--- src/rtl/serial_mem_loader.sv ---
// serial_mem_loader: front-end write controller for the latch-based byte memory banks.
// Assembles one DATA_W-bit word from an LSB-first serial stream, then drives it together with
// a one-hot bank write strobe for WR_CYCLES cycles and pulses done for one cycle.
//
// Ports:
//   clk    - single clock, rising edge
//   rst_n  - asynchronous active-low reset
//   start  - load request, accepted only while ready=1
//   addr   - target bank, captured on the accepting edge
//   sin    - serial data, LSB first (don't-care outside SHIFT)
//   ready  - high only in IDLE
//   d      - registered parallel word to the banks, changes only on SHIFT->WRITE and reset
//   we     - registered one-hot bank write strobe, high only in WRITE
//   done   - one-cycle pulse after the write window completes
module serial_mem_loader #(
  parameter int unsigned DATA_W    = 8,
  parameter int unsigned ADDR_W    = 2,
  parameter int unsigned WR_CYCLES = 2
) (
  input  logic                   clk,
  input  logic                   rst_n,
  input  logic                   start,
  input  logic [ADDR_W-1:0]      addr,
  input  logic                   sin,
  output logic                   ready,
  output logic [DATA_W-1:0]      d,
  output logic [2**ADDR_W-1:0]   we,
  output logic                   done
);

  localparam int unsigned NumBanks = 2 ** ADDR_W;
  localparam int unsigned BitCntW  = $clog2(DATA_W + 1);
  localparam logic [BitCntW-1:0] BitLast = BitCntW'(DATA_W - 1);
  localparam logic [3:0]         WrLast  = 4'(WR_CYCLES - 1);

  typedef enum logic [1:0] {StIdle, StShift, StWrite, StDone} state_e;

  state_e               state_q, state_d;
  logic [ADDR_W-1:0]    addr_q, addr_d;
  // Holds the DATA_W-1 samples already received; the last sample goes straight into d.
  logic [DATA_W-2:0]    sr_q, sr_d;
  logic [DATA_W-1:0]    d_q, d_d;
  logic [BitCntW-1:0]   bit_cnt_q, bit_cnt_d;
  logic [3:0]           wr_cnt_q, wr_cnt_d;
  logic [NumBanks-1:0]  we_q, we_d;
  logic [DATA_W-1:0]    shifted;
  logic                 accept;
  logic                 last_bit;

  assign accept   = (state_q == StIdle) && start;
  assign last_bit = (state_q == StShift) && (bit_cnt_q == BitLast);
  assign shifted  = {sin, sr_q};

  // State register
  always_ff @(posedge clk or negedge rst_n) begin
    if (!rst_n) begin
      state_q <= StIdle;
    end else begin
      state_q <= state_d;
    end
  end

  // Next-state logic
  always_comb begin
    state_d = state_q;
    unique case (state_q)
      StIdle:  if (start) state_d = StShift;
      StShift: if (bit_cnt_q == BitLast) state_d = StWrite;
      StWrite: if (wr_cnt_q == WrLast) state_d = StDone;
      StDone:  state_d = StIdle;
      default: state_d = StIdle;
    endcase
  end

  // Outputs decoded from state; we is registered separately so it cannot glitch.
  always_comb begin
    ready = (state_q == StIdle);
    done  = (state_q == StDone);
    we    = we_q;
    d     = d_q;
  end

  // Datapath next-state
  always_comb begin
    addr_d    = addr_q;
    sr_d      = sr_q;
    d_d       = d_q;
    bit_cnt_d = bit_cnt_q;
    wr_cnt_d  = wr_cnt_q;

    if (accept) begin
      addr_d    = addr;
      bit_cnt_d = '0;
    end

    if (state_q == StShift) begin
      sr_d      = shifted[DATA_W-1:1];
      bit_cnt_d = bit_cnt_q + BitCntW'(1);
    end

    if (last_bit) begin
      d_d      = shifted;
      wr_cnt_d = '0;
    end

    if (state_q == StWrite) begin
      wr_cnt_d = wr_cnt_q + 4'd1;
    end

    // Strobe follows the state being entered, so it rises on entry to WRITE and falls on
    // the edge that enters DONE.
    we_d = '0;
    if (state_d == StWrite) begin
      we_d = NumBanks'(1) << addr_q;
    end
  end

  always_ff @(posedge clk or negedge rst_n) begin
    if (!rst_n) begin
      addr_q    <= '0;
      sr_q      <= '0;
      d_q       <= '0;
      bit_cnt_q <= '0;
      wr_cnt_q  <= '0;
      we_q      <= '0;
    end else begin
      addr_q    <= addr_d;
      sr_q      <= sr_d;
      d_q       <= d_d;
      bit_cnt_q <= bit_cnt_d;
      wr_cnt_q  <= wr_cnt_d;
      we_q      <= we_d;
    end
  end

endmodule

--- config.mk ---
export PLATFORM = sky130hd
export DESIGN_NAME = serial_mem_loader
export DESIGN_NICKNAME = d
export VERILOG_FILES = /design/src/rtl/serial_mem_loader.sv
export SDC_FILE = /design/constraint.sdc
export NUM_CORES = 1
export LEC_CHECK = 0
export CAP_MARGIN = 20
export CORE_MARGIN = 3
export CORE_UTILIZATION = 52
export CTS_CLUSTER_SIZE = 8
export DETAILED_ROUTE_END_ITERATION = 10
export GPL_ROUTABILITY_DRIVEN = 0
export PLACE_DENSITY = 0.76
export SYNTH_ARGS = -nofsm -noshare
export SYNTH_HDL_FRONTEND = slang
export SYNTH_SLANG_ARGS = --single-unit
--- constraint.sdc ---
create_clock -name clk -period 2.1 [get_ports clk]
set_input_delay 0.42 -clock clk [delete_from_list [all_inputs] [get_ports clk]]
set_output_delay 0.42 -clock clk [all_outputs]
set_load 0.005 [all_outputs]
==> results.json, run 1 <==
{
  "status": "complete, no violations",
  "ctsResizeCount": 0,
  "syn_inst": 98,
  "rows": 17,
  "cts_setup_buffers": 0,
  "grt_pass1_wl_um": 3970,
  "clk_path_buf_depth": 2,
  "hold_path.class": "in -> async",
  "drc": 0,
  "io-pin-count": 20,
  "p_per_area_nw_per_um2": 1380,
  "die_h_um": 57.2,
  "seq_area_frac_synth": 0.570,
  "cts_num_sinks": 31,
  "finalClockSkew_ns": 0.00639,
  "synth.distinct_cells": 31,
  "synth.ff_latch_count": 31,
  "area_delta_synth_final_pct": 19.3,
  "finalCritPeriodShare": 0.934,
  "synth-warning-count": 0,
  "max-slew-margin-rel": 0.740,
  "crit_arrival_ns": 1.54,
  "r2r_start": "bit_cnt_q[0]$_DFFE_PN0P_",
  "irDropWorstVdd_v": 0.00114,
  "htreeDepth": 2,
  "crit_path_end_kind": "output port",
  "r2r_cells": 4,
  "crit_path_start_kind": "flop",
  "dp_slack_ns": 0.427,
  "hold_buffers": 0,
  "reg2reg_to": "d[7]$_DFFE_PN0P_",
  "cts_tree": "built",
  "routed-wl-met3_um": 131,
  "grt_overflow_total": 0,
  "post-route-min-period_ns": 1.96,
  "max_freq_ghz": 0.510,
  "rsz0062_at_grt": "no",
  "coreArea_um2": 2340,
  "syn_avg_cell_area_um2": 13.9,
  "layout_commonest_cell": "dfrtp_1",
  "maxSlewViolCount": 0,
  "grt_start_max_net_pins": 32,
  "num_vias": 812,
  "grt_pass1_vias": 820,
  "grt_util_all_layers": 0.163,
  "wirelength_um": 2210,
  "dr_wl_met2_um": 992,
  "io_buffers": 19,
  "drtAntennaViolNets": 0,
  "power.leakage_nw": 0.715,
  "drive_above_1_share": 0.260,
  "synth_top_area_share": 0.570,
  "n_antenna_cell": 0,
  "clkLatencyLatePin_ns": 0.33,
  "nets": 131,
  "hpwlAfterDp_um": 1530,
  "die_w_um": 57.2,
  "syn-cell-area_um2": 1360,
  "worstMarginPinSlew_ns": 0.389,
  "mostFrequentLayoutCells": "dfrtp_1, clkdlybuf4s50_1, mux2_2",
  "cp_max_fo": 9,
  "dr.first_iter.drc_count": 10,
  "fin_setup_tns_ns": 0,
  "cap_violations": 0,
  "ys_top_cells_by_area": "dfrtp_1, mux2_2, mux2_4",
  "setup_viol": 0,
  "crit_type": "reg -> out",
  "finalHoldViolCount": 0,
  "clockRootBuffer": "clkbuf_4",
  "dieArea_um2": 3270,
  "initial_utilization": 0.582,
  "wl_per_cell_um": 14.6,
  "synth_top_area_cell": "dfrtp_1",
  "p_total_w": 0.00224,
  "required_ns": 1.68,
  "path_clk_slew_ns": 0.09,
  "syn_nets": 107,
  "layout_setup_ws_ns": 0.138,
  "wirelength_met1_um": 1040,
  "grt_antenna_before_repair": 0,
  "first_pass_iters": 5,
  "via_per_inst": 5.38,
  "top_layer": "met4",
  "cts_buffers": 5,
  "reg2reg_slack_ns": 0.43
}
## through the flow
stage                     instances  instance area [µm²]  utilization  hold slack (ns)
after floorplan                  98                 1360            -            0.124
after global placement          143                 1560        0.665            0.482
after detailed placement        143                 1560        0.665            0.489
after CTS                       151                 1620        0.694            0.466
after global routing            151                 1620        0.694            0.470
final                           151                 1620        0.694            0.467
## cell type report
class                      count  area [µm²]
multi-input combinational     62         539
fill                         173         716
clock buffer                   8        68.8
tap                           28        35.0
timing repair buffer          20         198
sequential                    31         776
inverter                       2        7.51
## per-layer routing
metal  global-route usage  up-vias
li1                     -      393
met1                0.203      394
met2                0.241       20
met3               0.0792        5
met4               0.0695        0
met5                    0        -
## how the worst max path moves through the flow
stage / cells past startpoint / slack, ns / startpoint / end
after floorplan: 5 / 0.65 / bit_cnt_q[0]$_DFFE_PN0P_ / d[0]$_DFFE_PN0P_
after global placement: 4 / 0.47 / bit_cnt_q[0]$_DFFE_PN0P_ / d[7]$_DFFE_PN0P_
after detailed placement: 4 / 0.43 / bit_cnt_q[0]$_DFFE_PN0P_ / d[7]$_DFFE_PN0P_
after CTS: 2 / 0.11 / state_q[0]$_DFF_PN0_ / done
after global routing: 2 / 0.03 / state_q[0]$_DFF_PN0_ / done
final: 2 / 0.14 / state_q[0]$_DFF_PN0_ / done
## logic make-up (layout without fill, tap and decap cells)
family	count (synthesis)	count (layout)	share of synthesized area
and+or+nand+nor	29	29	0.130
xor gates and xnor gates	1	1	0.00643
buffers and inverters	5	30	0.0340
muxes	19	19	0.175
AOI/OAI and AO/OA	10	10	0.0579
DFF	31	31	0.570
adders and majority gates	3	3	0.0276
## power by group
group | total, W | leakage (nW) | switching (W) | internal [W]
registers | 0.00103 | 0.381 | 0.000198 | 0.000837
logic | 0.000818 | 0.295 | 0.000284 | 0.000534
clock network | 0.000392 | 0.0386 | 0.000195 | 0.000197
## state kept, by name (all words and copies together), names as in the netlist
signal / count
d: 8
sr_q: 7
bit_cnt_q: 4
we: 4
wr_cnt_q: 4
addr_q: 2
state_q: 2
## worst max-delay path, stage by stage (launching register included)
cell and delay, ns:
dfrtp_1 0.55, and2_1 0.18, clkdlybuf4s50_1 0.49
## cell usage after synthesis (all sizes together)
master and instances:
nand3b 2, mux2i 2, o311ai 1, o22ai 2
nor3b 2, and2b 1, or3b 1, o21bai 1
buf 3, nand2 6, a2bb2oi 1, a22o 1
or3 1, inv 2, mux2 17, dfrtp 31
o21ai 3, ha 3, nor3 1, nand3 4
o211ai 1, xor2 1, and2 2, nand2b 2
nor2 7
No activity file was read; power rests on OpenSTA's default activity.
==> run 2, diff against run 1 <==
--- a/config.mk
+++ b/config.mk
@@ -7,11 +7,11 @@
 export LEC_CHECK = 0
 export CAP_MARGIN = 20
 export CORE_MARGIN = 3
-export CORE_UTILIZATION = 52
+export CORE_UTILIZATION = 56
 export CTS_CLUSTER_SIZE = 8
 export DETAILED_ROUTE_END_ITERATION = 10
 export GPL_ROUTABILITY_DRIVEN = 0
-export PLACE_DENSITY = 0.76
+export PLACE_DENSITY = 0.81
 export SYNTH_ARGS = -nofsm -noshare
 export SYNTH_HDL_FRONTEND = slang
 export SYNTH_SLANG_ARGS = --single-unit
==> constraint.sdc (replaced) <==
create_clock -name clk -period 2.35 [get_ports clk]
set_input_delay 0.47 -clock clk [delete_from_list [all_inputs] [get_ports clk]]
set_output_delay 0.47 -clock clk [all_outputs]
set_load 0.005 [all_outputs]
==> run 2 against run 1 <==
- critical path depth did not move
- largest power group unchanged
- sequential power is 10% lower
- highest routed layer unchanged
- register-to-register slack improved by 0.16 ns
- sequential cell count unchanged
- combinational power decreased by 11%
- via count is 2.2% higher
- sequential share of layout area unchanged
- hold slack better by 0.034 ns
- cell count did not move
- core utilization is 2.6 points higher
- non-clock buffer count is the same
- clock power down 13%
==> results.json, run 2 (synthesized netlist as in run 1, its figures left out) <==
{
  "max-slew-margin-rel": 0.734,
  "reg2reg_to": "d[7]$_DFFE_PN0P_",
  "cts_setup_buffers": 0,
  "grt_antenna_before_repair": 0,
  "dieArea_um2": 3060,
  "worstMarginPinSlew_ns": 0.399,
  "hold_path.class": "reg -> reg",
  "io_buffers": 19,
  "htreeDepth": 2,
  "die_h_um": 55.3,
  "ctsResizeCount": 0,
  "hold_depth": 1,
  "max_freq_ghz": 0.501,
  "n_antenna_cell": 0,
  "required_ns": 1.88,
  "path_clk_slew_ns": 0.09,
  "mostFrequentLayoutCells": "dfrtp_1, clkdlybuf4s50_1, mux2_2",
  "post-route-min-period_ns": 2.00,
  "grt_start_max_net_pins": 32,
  "irDropWorstVdd_v": 0.000894,
  "crit_type": "reg -> out",
  "die_w_um": 55.3,
  "drc": 0,
  "finalClockSkew_ns": 0.00552,
  "finalHoldViolCount": 0,
  "dr.first_iter.drc_count": 20,
  "clkLatencyLatePin_ns": 0.31,
  "min-delay-start": "addr_q[1]$_DFFE_PN0P_",
  "power.leakage_nw": 0.715,
  "drive_above_1_share": 0.260,
  "grt_pass1_wl_um": 3800,
  "crit_chain": "and2_1, clkdlybuf4s50_1",
  "finalCritPeriodShare": 0.849,
  "hold_buffers": 0,
  "post_dp_cell_area_um2": 1560,
  "crit_arrival_ns": 1.53,
  "maxSlewViolCount": 0,
  "rsz0062_at_grt": "no",
  "rows": 17,
  "cts_tree": "built",
  "grt_pass1_vias": 862,
  "clk_path_buf_depth": 2,
  "p_per_area_nw_per_um2": 1230,
  "crit_path_end_kind": "output port",
  "wl_per_cell_um": 14.3,
  "grt_overflow_total": 0,
  "reg2reg_slack_ns": 0.59,
  "min_to": "we[0]$_DFF_PN0_",
  "grt_util_all_layers": 0.158,
  "cap_violations": 0,
  "layout_commonest_cell": "dfrtp_1",
  "largest_reg_flops": 8,
  "drtAntennaViolNets": 0,
  "io-pin-count": 20,
  "r2r_cells": 4,
  "hpwlAfterDp_um": 1520,
  "final_area_um2": 1620,
  "cp_max_fo": 9,
  "slowest_delay_ns": 0.55,
  "nets": 131,
  "area_delta_synth_final_pct": 19.3,
  "cts_buffers": 5,
  "wirelength_um": 2160,
  "coreArea_um2": 2250,
  "initial_utilization": 0.604,
  "cts_num_sinks": 31,
  "status": "complete, no violations",
  "crit_path_start_kind": "flop",
  "via_per_inst": 5.50,
  "path_buf_inv": 1,
  "slowest_stage": "dfrtp_1",
  "num_vias": 830,
  "clockRootBuffer": "clkbuf_4",
  "fin_setup_tns_ns": 0,
  "setup_viol": 0,
  "r2r_start": "bit_cnt_q[0]$_DFFE_PN0P_",
  "first_pass_iters": 2,
  "critPathTopFamily": "flip-flops"
}
[run 2: cell counts in the layout (fill, tap and decap cells not counted)]
No cell type changed its count.
[run 2: worst max-delay path by stage]
stage	start	endpoint	slack, ns	depth (start not counted)
finish	state_q[1]$_DFF_PN0_	done	0.35	2
global route	state_q[1]$_DFF_PN0_	done	0.25	2
CTS	state_q[1]$_DFF_PN0_	done	0.34	2
detailed placement	bit_cnt_q[0]$_DFFE_PN0P_	d[7]$_DFFE_PN0P_	0.61	4
global placement	state_q[1]$_DFF_PN0_	done	0.71	2
floorplan	bit_cnt_q[0]$_DFFE_PN0P_	d[0]$_DFFE_PN0P_	0.90	5
[run 2: cell type report]
cell class | instances | area [µm²]
multi-input combinational | 62 | 539
inverter | 2 | 7.51
timing repair buffer | 20 | 198
fill | 162 | 631
sequential | 31 | 776
tap | 28 | 35.0
clock buffer | 8 | 68.8
[run 2: through the flow]
step	utilization	setup WS (ns)	total power [W]	instances	hold WS, ns
global placement	0.690	0.707	0.00164	143	0.478
global route	0.720	0.254	0.00214	151	0.521
floorplan	-	0.904	0.00141	98	0.174
finish	0.720	0.354	0.00200	151	0.501
detailed placement	0.690	0.608	0.00168	143	0.488
CTS	0.720	0.343	0.00202	151	0.503
[run 2: report_power, final]
| part | switching, W | leakage (nW) | internal [W] | total [W] |
|---|---|---|---|---|
| registers | 0.000179 | 0.381 | 0.000748 | 0.000927 |
| clock network | 0.000164 | 0.0386 | 0.000176 | 0.000340 |
| logic | 0.000252 | 0.295 | 0.000477 | 0.000730 |
| total | 0.000595 | 0.715 | 0.00140 | 0.00200 |
[run 2: routing by layer]
layer,GRT usage,part of all wire,up-vias
li1,-,-,394
met1,0.202,0.46,421
met2,0.245,0.50,13
met3,0.0537,0.037,2
met4,0.0660,0.010,0
met5,0,0,-
==> run 3, diff against run 2 <==
--- a/config.mk
+++ b/config.mk
@@ -7,11 +7,11 @@
 export LEC_CHECK = 0
 export CAP_MARGIN = 20
 export CORE_MARGIN = 3
-export CORE_UTILIZATION = 56
+export CORE_UTILIZATION = 47
 export CTS_CLUSTER_SIZE = 8
 export DETAILED_ROUTE_END_ITERATION = 10
 export GPL_ROUTABILITY_DRIVEN = 0
-export PLACE_DENSITY = 0.81
+export PLACE_DENSITY = 0.72
 export SYNTH_ARGS = -nofsm -noshare
 export SYNTH_HDL_FRONTEND = slang
 export SYNTH_SLANG_ARGS = --single-unit
==> constraint.sdc (replaced) <==
create_clock -name clk -period 1.8 [get_ports clk]
set_input_delay 0.36 -clock clk [delete_from_list [all_inputs] [get_ports clk]]
set_output_delay 0.36 -clock clk [all_outputs]
set_load 0.005 [all_outputs]
==> run 3 against run 2 <==
- combinational power up 44%
- worst setup slack lost 0.26 ns
- via count increased by 1.8%
- final area rose by 3.9%
- count of clock-buffer cells in the layout fell by 2
- wire length grew 6.6%
- global-route usage up 0.95 points
- cell count increased by 5.3%
- die area is 17% higher
- largest cell class unchanged
- highest routed layer unchanged
==> results.json, run 3 (synthesized netlist as in run 1, its figures left out) <==
{
  "hold_path.class": "in -> async",
  "dr.first_iter.drc_count": 12,
  "initial_utilization": 0.521,
  "coreArea_um2": 2610,
  "num_vias": 845,
  "irDropWorstVdd_v": 0.00106,
  "hold_buffers": 0,
  "status": "complete, no violations",
  "dieArea_um2": 3580,
  "layout_setup_ws_ns": 0.0952,
  "crit_arrival_ns": 1.34,
  "clkLatencyLatePin_ns": 0.33,
  "drive_above_1_share": 0.310,
  "wirelength_um": 2300,
  "cap_violations": 0,
  "required_ns": 1.44,
  "power.leakage_nw": 0.761,
  "io_buffers": 19,
  "grt_pass1_wl_um": 4240,
  "hpwlAfterDp_um": 1540,
  "setup_viol": 0,
  "grt_antenna_before_repair": 0,
  "finalClockSkew_ns": 0.00697,
  "io-pin-count": 20,
  "die_h_um": 59.8,
  "path_clk_slew_ns": 0.09,
  "worstMarginPinSlew_ns": 0.400,
  "crit_chain": "and2_1, clkdlybuf4s50_1",
  "grt_overflow_total": 0,
  "max_freq_ghz": 0.587,
  "clk_path_buf_depth": 2,
  "max-slew-margin-rel": 0.732,
  "grt_start_max_net_pins": 32,
  "p_per_area_nw_per_um2": 1630,
  "drc": 0,
  "fill_cells": 222,
  "cp_max_fo": 4,
  "drtAntennaViolNets": 0,
  "maxSlewViolCount": 0,
  "clockRootBuffer": "clkbuf_4",
  "p_total_w": 0.00274,
  "rows": 18,
  "via_per_inst": 5.31,
  "htreeDepth": 2,
  "largest_reg_flops": 8,
  "dp_slack_ns": 0.215,
  "die_w_um": 59.8,
  "first_pass_iters": 4,
  "slowest_delay_ns": 0.49,
  "nets": 138,
  "layout_commonest_cell": "dfrtp_1",
  "grt_pass1_vias": 920,
  "cts_num_sinks": 31,
  "rsz0062_at_grt": "no",
  "reg2reg_slack_ns": 0.20,
  "post-route-min-period_ns": 1.70,
  "slowest_stage": "clkdlybuf4s50_1",
  "mostFrequentLayoutCells": "dfrtp_1, clkdlybuf4s50_1, mux2_2",
  "cts_buffers": 5,
  "finalCritPeriodShare": 0.947,
  "n_antenna_cell": 0,
  "crit_path_start_kind": "flop",
  "wl_per_cell_um": 14.5,
  "fin_setup_tns_ns": 0,
  "cts_tree": "built",
  "crit_type": "reg -> out",
  "area_delta_synth_final_pct": 23.9,
  "grt_util_all_layers": 0.167,
  "hold_ws_ns": 0.418,
  "finalHoldViolCount": 0,
  "crit_path_end_kind": "output port"
}
==> run 3: path summary, 6_finish.rpt <==
| check | from | end | cells after the start |
|---|---|---|---|
| setup / recovery | state_q[1]$_DFF_PN0_ | done | 2 |
| hold / removal | rst_n | bit_cnt_q[0]$_DFFE_PN0P_ | 2 |
| setup reg to reg | state_q[1]$_DFF_PN0_ | d[7]$_DFFE_PN0P_ | 4 |
| hold reg to reg | addr_q[1]$_DFFE_PN0P_ | we[1]$_DFF_PN0_ | 1 |
| max in group asynchronous | rst_n | state_q[0]$_DFF_PN0_ | 2 |
| min in group clk | addr_q[1]$_DFFE_PN0P_ | we[1]$_DFF_PN0_ | 1 |
==> run 3: where the power goes <==
group / internal, W / total [W] / switching [W] / leakage [nW]
clock: 0.000286 / 0.000508 / 0.000222 / 0.0383
combinational: 0.000680 / 0.00105 / 0.000368 / 0.344
sequential: 0.000979 / 0.00119 / 0.000208 / 0.379
==> run 3: layout make-up <==
cell class | count | area [µm²] | area share
Timing Repair Buffer | 27 | 253 | 0.150
Tap cell | 30 | 37.5 | 0.0223
Inverter | 2 | 7.51 | 0.00445
Sequential cell | 31 | 778 | 0.461
Clock inverter | 1 | 30.0 | 0.0178
Clock buffer | 6 | 41.3 | 0.0245
Multi-Input combinational cell | 62 | 539 | 0.320
==> run 3: layer usage <==
| layer | GRT usage | wire length, µm |
|---|---|---|
| met2 | 0.252 | 1110 |
| met5 | 0 | 0 |
| met4 | 0.104 | 62 |
| met1 | 0.213 | 1050 |
| met3 | 0.0454 | 85 |
==> run 3: repair_timing <==
action	CTS	global route
setup buffers	3	2
setup endpoints to repair	2	2
gates resized for setup	2	1
==> run 3: per-stage QoR <==
stage	instance area, µm²	util	instances
5_1_grt	1690	0.646	159
3_5_place_dp	1570	0.602	147
2_1_floorplan	1360	-	98
6_report	1690	0.646	159
3_3_place_gp	1570	0.602	147
4_1_cts	1670	0.639	157
==> run 3: critical path, delay by kind of cell (launching register included) <==
family | cells | cell delay (ns)
buf+inv | 1 | 0.49
simple gates | 1 | 0.13
flops | 1 | 0.40
